`config.mk`:
```
export PLATFORM = sky130hd
export DESIGN_NAME = cpu_run_monitor
export DESIGN_NICKNAME = d
export VERILOG_FILES = /design/src/rtl/cpu_run_monitor.sv
export SDC_FILE = /design/constraint.sdc
export NUM_CORES = 1
export LEC_CHECK = 0
export ABC_CLOCK_PERIOD_IN_PS = 6590
export CAP_MARGIN = 20
export CORE_ASPECT_RATIO = 1.25
export CORE_MARGIN = 5
export CORE_UTILIZATION = 45
export CTS_CLUSTER_SIZE = 10
export DETAILED_ROUTE_END_ITERATION = 12
export GPL_ROUTABILITY_DRIVEN = 0
export GPL_TIMING_DRIVEN = 0
export MAX_ROUTING_LAYER = met4
export PLACE_DENSITY_LB_ADDON = 0.15
export SYNTH_ARGS = -nofsm -noshare
export SYNTH_HDL_FRONTEND = slang
export SYNTH_SLANG_ARGS = --single-unit
```
`constraint.sdc`:
```
create_clock -name CLK -period 6.59 [get_ports CLK]
set_input_delay 1.318 -clock CLK [delete_from_list [all_inputs] [get_ports CLK]]
set_output_delay 1.318 -clock CLK [all_outputs]
set_load 0.005 [all_outputs]
```
`src/rtl/cpu_run_monitor.sv`:
```
// Run-control and signature monitor for the single-cycle MIPS core: tracks run
// cycles, register writes, halt/timeout completion. Define CPU_RUN_MONITOR_MEMSIG_EN
// to also fold data-memory writes into the signature.
module cpu_run_monitor #(
  parameter int unsigned          DATA_W      = 32,
  parameter int unsigned          RA_W        = 5,
  parameter int unsigned          CNT_W       = 32,
  parameter int unsigned          HALT_REPEAT = 4,
  parameter int unsigned          MAX_CYCLES  = 1000,
  parameter logic [DATA_W-1:0]    SIG_SEED    = '0
) (
  input  logic              CLK,
  input  logic              reset,
  input  logic              enable,
  input  logic [DATA_W-1:0] pc,
  input  logic              RegWrite,
  input  logic [RA_W-1:0]   wa,
  input  logic [DATA_W-1:0] WD3,
  input  logic              MemWrite,
  input  logic [DATA_W-1:0] ALUresult,
  input  logic [DATA_W-1:0] WriteDataMem,
  input  logic [DATA_W-1:0] expect_sig,
  output logic [1:0]        state,
  output logic [CNT_W-1:0]  cycles,
  output logic [CNT_W-1:0]  writes,
  output logic [DATA_W-1:0] sig,
  output logic              done,
  output logic              pass
);

  localparam logic [1:0] S_IDLE    = 2'b00;
  localparam logic [1:0] S_RUN     = 2'b01;
  localparam logic [1:0] S_HALT    = 2'b10;
  localparam logic [1:0] S_TIMEOUT = 2'b11;

  localparam int unsigned ST_W = (HALT_REPEAT < 1) ? 1 : $clog2(HALT_REPEAT + 1);

  logic [1:0]        state_q,    state_d;
  logic [CNT_W-1:0]  cycles_q,   cycles_d;
  logic [CNT_W-1:0]  writes_q,   writes_d;
  logic [DATA_W-1:0] sig_q,      sig_d;
  logic [DATA_W-1:0] pc_q,       pc_d;
  logic              pc_valid_q, pc_valid_d;
  logic [ST_W-1:0]   stable_q,   stable_d;

  logic match, halt, tmo;

  function automatic logic [DATA_W-1:0] rotl1(input logic [DATA_W-1:0] s);
    return {s[DATA_W-2:0], s[DATA_W-1]};
  endfunction

`ifndef CPU_RUN_MONITOR_MEMSIG_EN
  logic unused_mem;
  assign unused_mem = ^{MemWrite, ALUresult, WriteDataMem};
`endif

  assign match = pc_valid_q && (pc == pc_q);
  assign halt  = match && (stable_q == ST_W'(HALT_REPEAT - 1));
  assign tmo   = (cycles_q == CNT_W'(MAX_CYCLES - 1));

  always_comb begin
    state_d    = state_q;
    cycles_d   = cycles_q;
    writes_d   = writes_q;
    sig_d      = sig_q;
    pc_d       = pc_q;
    pc_valid_d = pc_valid_q;
    stable_d   = stable_q;
    case (state_q)
      S_IDLE: if (enable) state_d = S_RUN;
      S_RUN: begin
        cycles_d   = (cycles_q == '1) ? cycles_q : cycles_q + 1'b1;
        pc_d       = pc;
        pc_valid_d = 1'b1;
        stable_d   = match ? stable_q + 1'b1 : '0;
        if (RegWrite && (wa != '0)) begin
          writes_d = (writes_q == '1) ? writes_q : writes_q + 1'b1;
          sig_d    = rotl1(sig_q) ^ WD3 ^ DATA_W'(wa);
        end
`ifdef CPU_RUN_MONITOR_MEMSIG_EN
        // memory term folds on top of any same-edge register term
        if (MemWrite) sig_d = rotl1(sig_d) ^ WriteDataMem ^ ALUresult;
`endif
        if (halt)     state_d = S_HALT;
        else if (tmo) state_d = S_TIMEOUT;
      end
      default: ;
    endcase
  end

  always_ff @(posedge CLK or posedge reset) begin
    if (reset) begin
      state_q    <= S_IDLE;
      cycles_q   <= '0;
      writes_q   <= '0;
      sig_q      <= SIG_SEED;
      pc_q       <= '0;
      pc_valid_q <= 1'b0;
      stable_q   <= '0;
    end else begin
      state_q    <= state_d;
      cycles_q   <= cycles_d;
      writes_q   <= writes_d;
      sig_q      <= sig_d;
      pc_q       <= pc_d;
      pc_valid_q <= pc_valid_d;
      stable_q   <= stable_d;
    end
  end

  assign state  = state_q;
  assign cycles = cycles_q;
  assign writes = writes_q;
  assign sig    = sig_q;
  assign done   = (state_q == S_HALT) || (state_q == S_TIMEOUT);
  assign pass   = (state_q == S_HALT) && (sig_q == expect_sig);

endmodule

```
=== Word-level counts from Yosys, hierarchy flattened ===
Index checks and enable logic that the tools add are counted.

* Bits in registers: 134
* Latch bits: 0
* Bits in writable memories: 0
* Memory bits (read-only): 0
* Input port bits: 170
* Output and inout bits: 100
* Memories: 0

* $add $sub $neg: 3
* $mul: 0
* Div/mod/pow operators: 0
* Magnitude comparators: 0
* Eq/ne operators: 11
* Shifts and indexed selects: 0
* Multiplexer cells: 5
* Bitwise logic cells: 4
* Reduce and logical (&&, ||, !) cells: 12

{| class="wikitable"
|+ Operators with widths
! kind !! count
|-
| $add A32 B1 Y32 const B || 2
|-
| $eq A32 B32 Y1 || 2
|-
| $eq A32 B32 Y1 const B || 2
|-
| $eq A32 B10 Y1 const B || 1
|-
| $xor A32 B32 Y32 || 1
|-
| $xor A32 B5 Y32 || 1
|-
| $mux W2 || 3
|-
| $reduce_and A3 Y1 || 2
|-
| $reduce_bool A5 Y1 || 1
|-
| $eq A2 B2 Y1 const B || 2
|-
| $logic_and A1 B1 Y1 || 4
|-
| $pmux W2 S2 || 1
|-
| $reduce_and A2 Y1 || 2
|-
| $add A3 B1 Y3 const B || 1
|-
| $eq A3 B2 Y1 const B || 1
|-
| $mux W3 || 1
|-
| $ne A3 B3 Y1 const B || 1
|-
| $eq A2 B1 Y1 const B || 1
|-
| $logic_not A2 Y1 || 1
|-
| $ne A2 B2 Y1 const B || 1
|-
| $not A1 Y1 || 2
|-
| $reduce_bool A2 Y1 || 1
|-
| $logic_or A1 B1 Y1 || 1
|}

=== Longest topological paths before layout ===
* Word-level depth: 5
* Gate-level depth with buffers: 7
* Gate-level depth less buffers: 6

=== Least setup slack after synthesis ===
No wires, ideal clock.

* Path type: input port to output port
* From: input expect_sig[11]
* To: output pass
* Arrival: 2,110 ps
* Slack: 3,162 ps
* Stages on the path: 5
* Buffers on the path: 0
* Path through: xnor2_1 nand4_1 nor4_1 nand4_1 nor4_1

* Word-level cells in the longest chain between the ends: 2

{| class="wikitable"
|+ RTL lines
! element !! line !! RTL
|-
| from (decl) || 22 || <nowiki>input logic [DATA_W-1:0] expect_sig,</nowiki>
|-
| $eq A32 B32 Y1 || 116 || <nowiki>assign pass = (state_q == S_HALT) && (sig_q == expect_sig);</nowiki>
|-
| $logic_and A1 B1 Y1 || 116 ||
|-
| to (decl) || 28 || <nowiki>output logic pass</nowiki>
|}

Every way passes these cells.

=== Worst setup path in the final report ===
* From: input expect_sig[30]
* To: output pass

The elaborated chain is that of the path after synthesis.

==> run_results.csv <==
group,metric,value,unit
status,status,"completed",
worst_hold_path,holdPathStages,1,
critical_path,rr_worst_depth,7,
logic_synthesis,synth_seq_cells,134,
sta,tns,0,ps
critical_path,max_stage_delay,560,ps
power,max-vdd-ir-drop,0.1783,mV
logic_synthesis,synth.cell_area,0.006858,sq mm
placed_design,place_area,0.009160,sq mm
power,totalPowerFinal,0.001871,W
sta,slew_violations,0,
die,initial_utilization,45.87,%
logic_synthesis,yosysSeqAreaShare,48.90,%
critical_path,required,5270,ps
clock_network,clock_latency,420,ps
die,core,0.01495,sq mm
finish,syn2layout_area_growth,42.07,%
clock_network,cts_tree,"built",
die,die_area,0.01782,sq mm
critical_path,endpoint_kind,"output port",
die,io_pins,270,
sta,fin_crit_sh,73.10,%
route,wl,18970,um
logic_synthesis,synth_edf_count,0,
logic_synthesis,synth_nets,874,
sta,max_freq,0.2076,GHz
grt,grt_pass1_vias,6349,
logic_synthesis,async_flop_share,100.0,%
logic_synthesis,syn_inst,700,
grt,use_met2,38.52,%
sta,final-hold-violation-count,0,
die,die_h,148.0,um
grt,grt-ovfl-total,0,
sta,whs,473.4,ps
sta,slew_headroom,49.86,%
route,drtIter0Drc,454,
critical_path,critPathKind,"input port to output port",
die,rows,50,
clock_network,clk_pin_slew_worst_paths,60,ps
finish,drive_gt1_share,6.403,%
flow_run,max-cap-violations,0,
route,via_per_inst,5.308,
clock_network,holdBufCountCts,0,
die,die_x,120.4,um
route,drc,0,
placed_design,dp_hpwl,14450,um
route,vias,5945,
worst_hold_path,hp-class,"flop to flop",
finish,post-route-cell-area,0.009743,sq mm
grt,grt_use_met1,25.37,%
power,power_density,192.1,mW/mm^2
logic_synthesis,synth_cell_types,50,
finish,num-fill-cells,1217,
logic_synthesis,yosysWarnings,0,
critical_path,cp.arrival,3500,ps
placed_design,port_buffers,204,
clock_network,cts_made_buffers,17,
sta,rsz0062_at_grt,"no",
clock_network,cts-resized-gates,0,
power,p_leak,3.981,nW
sta,worst_pin_slew,745.3,ps
critical_path,critPathMaxFanout,1,
grt,busiest_layer,"met2",
logic_synthesis,yosys.area_share.adder,0.7298,%
clock_network,cts_max_level,4,
sta,setup_viol,0,
logic_synthesis,synthMuxAreaShare,0.3284,%
critical_path,critPathLaunchType,"input port",
logic_synthesis,synth_top_family_by_area,"simple AND/OR/NAND/NOR gates",
sta,fin_worst_skew,10.83,ps
grt,grt_max_degree,75,
critical_path,worst-path-stages,7,
grt,grt_pass1_wl,31430,um
grt,antenna_found_initial,1,
route,routedWlPerCell,16.94,um
critical_path,crit_slowest_cell,"clkdlybuf4s50_1",
grt,met3_usage,6.162,%
critical_path,crit_chain,"clkdlybuf4s50_1 > xnor2_1 > nand4_1 > nor4_1 > nand4_1 > nor4_1 > clkdlybuf4s50_1",
logic_synthesis,synth-simple-area-share,22.46,%
clock_network,cts_setup_buffers,0,
critical_path,path_buf_inv,2,
logic_synthesis,synth_xor_area_share,20.05,%
sta,fin_crit,4817,ps
clock_network,clock-sinks,134,
route,antenna_left,0,
sta,layout_setup_ws,1773,ps
route,drtPass1Iterations,5,
logic_synthesis,synth_compound_area_share,5.546,%
critical_path,worst_path_dominant_cell_family,"simple AND/OR/NAND/NOR gates",
logic_synthesis,syn_avg_cell_area,9.797,sq um
clock_network,cts_max_path_buffers,2,
clock_network,cts_root_buffer,"clkbuf_16",
finish,fin_nets,1098,
logic_synthesis,synthFlopType,"dfrtp_1",
grt,grt_use_total,22.68,%
placed_design,place_ws,1824,ps
==> cell usage after synthesis, types with 5 or more instances <==
cell        n  area [sq um]
nand4_1    32         200.2
nor2_1     25         93.84
o21ai_0    35         175.2
xor2_1     39         341.6
and4_1      5         43.79
clkbuf_1   10         37.54
buf_2       7         35.03
dfrtp_1   134          3353
xnor2_1   118          1033
a21oi_1     5         25.02
nor3_1     16         80.08
inv_1      10         37.54
nand2_1   158         593.1
nor4_1     17         106.4
nand3_1    30         150.1
nand2b_1    6         37.54
==> cell type report <==
| class | instances | area [sq um] | share of cell area, % |
|---|---|---|---|
| Clock inverter | 15 | 155.1 | 1.592 |
| Tap cell | 182 | 227.7 | 2.337 |
| Multi-Input combinational cell | 535 | 3368 | 34.57 |
| Timing Repair Buffer | 205 | 2069 | 21.24 |
| Inverter | 10 | 42.54 | 0.4366 |
| Sequential cell | 134 | 3353 | 34.42 |
| Buffer | 21 | 98.84 | 1.015 |
| Antenna cell | 1 | 2.502 | 0.02568 |
| Clock buffer | 17 | 425.4 | 4.366 |
==> path summary, 6_finish.rpt <==
kind	slack, ps	to	start
max in group asynchronous	4480	cycles[30]	reset
hold / removal	470	pc_valid_q	pc_valid_q
hold reg to reg	470	pc_valid_q	pc_valid_q
setup / recovery	1770	pass	expect_sig[30]
setup reg to reg	4280	writes[20]	state[0]
min in group asynchronous	1340	writes[21]	reset
==> metrics by stage <==
stage / util [%] / cells
after floorplan: - / 700
after global placement: 61.05 / 1086
after detailed placement: 61.26 / 1087
after CTS: 65.15 / 1119
after global routing: 65.16 / 1120
final: 65.16 / 1120
==> per-layer routing <==
| layer | vias up | routed length, um |
|---|---|---|
| met5 | - | 0 |
| met4 | 0 | 483 |
| met3 | 38 | 1151 |
| met2 | 213 | 9823 |
| met1 | 2859 | 7509 |
| li1 | 2835 | - |
==> report_power, final <==
group          internal [W]  leakage [nW]  switching [W]
Combinational     0.0000768          2.04      0.0000462
Sequential         0.000823          1.67              0
Clock              0.000557         0.268       0.000369
Total               0.00146          3.98       0.000415
==> state kept, by name, summed over array words and instances (netlist names) <==
register,flops
pc_q,32
sig,32
state,2
pc_valid_q,1
writes,32
stable_q,3
cycles,32
==> kinds of logic after synthesis <==
group / count (synthesis)
flip-flops: 134
buffers and inverters: 31
adder cells (fa/ha/maj): 4
XOR/XNOR: 157
AND/OR/NAND/NOR: 316
AO/OA/AOI/OAI: 56
multiplexers: 2
==> cells in the final DEF (no fill, tap or decap), types with 3 or more instances in the layout <==
cell type	n
inv_6	3
a21oi_1	5
and3_1	4
buf_2	7
clkinvlp_4	6
nand2b_1	6
nand4_1	32
ha_1	4
o21ai_0	35
nor4_1	17
dfrtp_1	134
inv_1	9
nand2_1	158
clkbuf_1	10
a31oi_1	3
nand3_1	30
xor2_1	39
xnor2_1	118
nor2_1	25
clkinv_2	3
clkdlybuf4s50_1	204
clkbuf_16	17
nor3_1	16
and4_1	5
==> worst reg2reg max path: cells and delay by family, from the launching register on <==
family | cells | cell delay (ps)
flops | 1 | 510
simple gates | 3 | 970
buf+inv | 2 | 400
compound gates | 1 | 150
xor+xnor | 1 | 160
(Power assumes the default switching activity.)
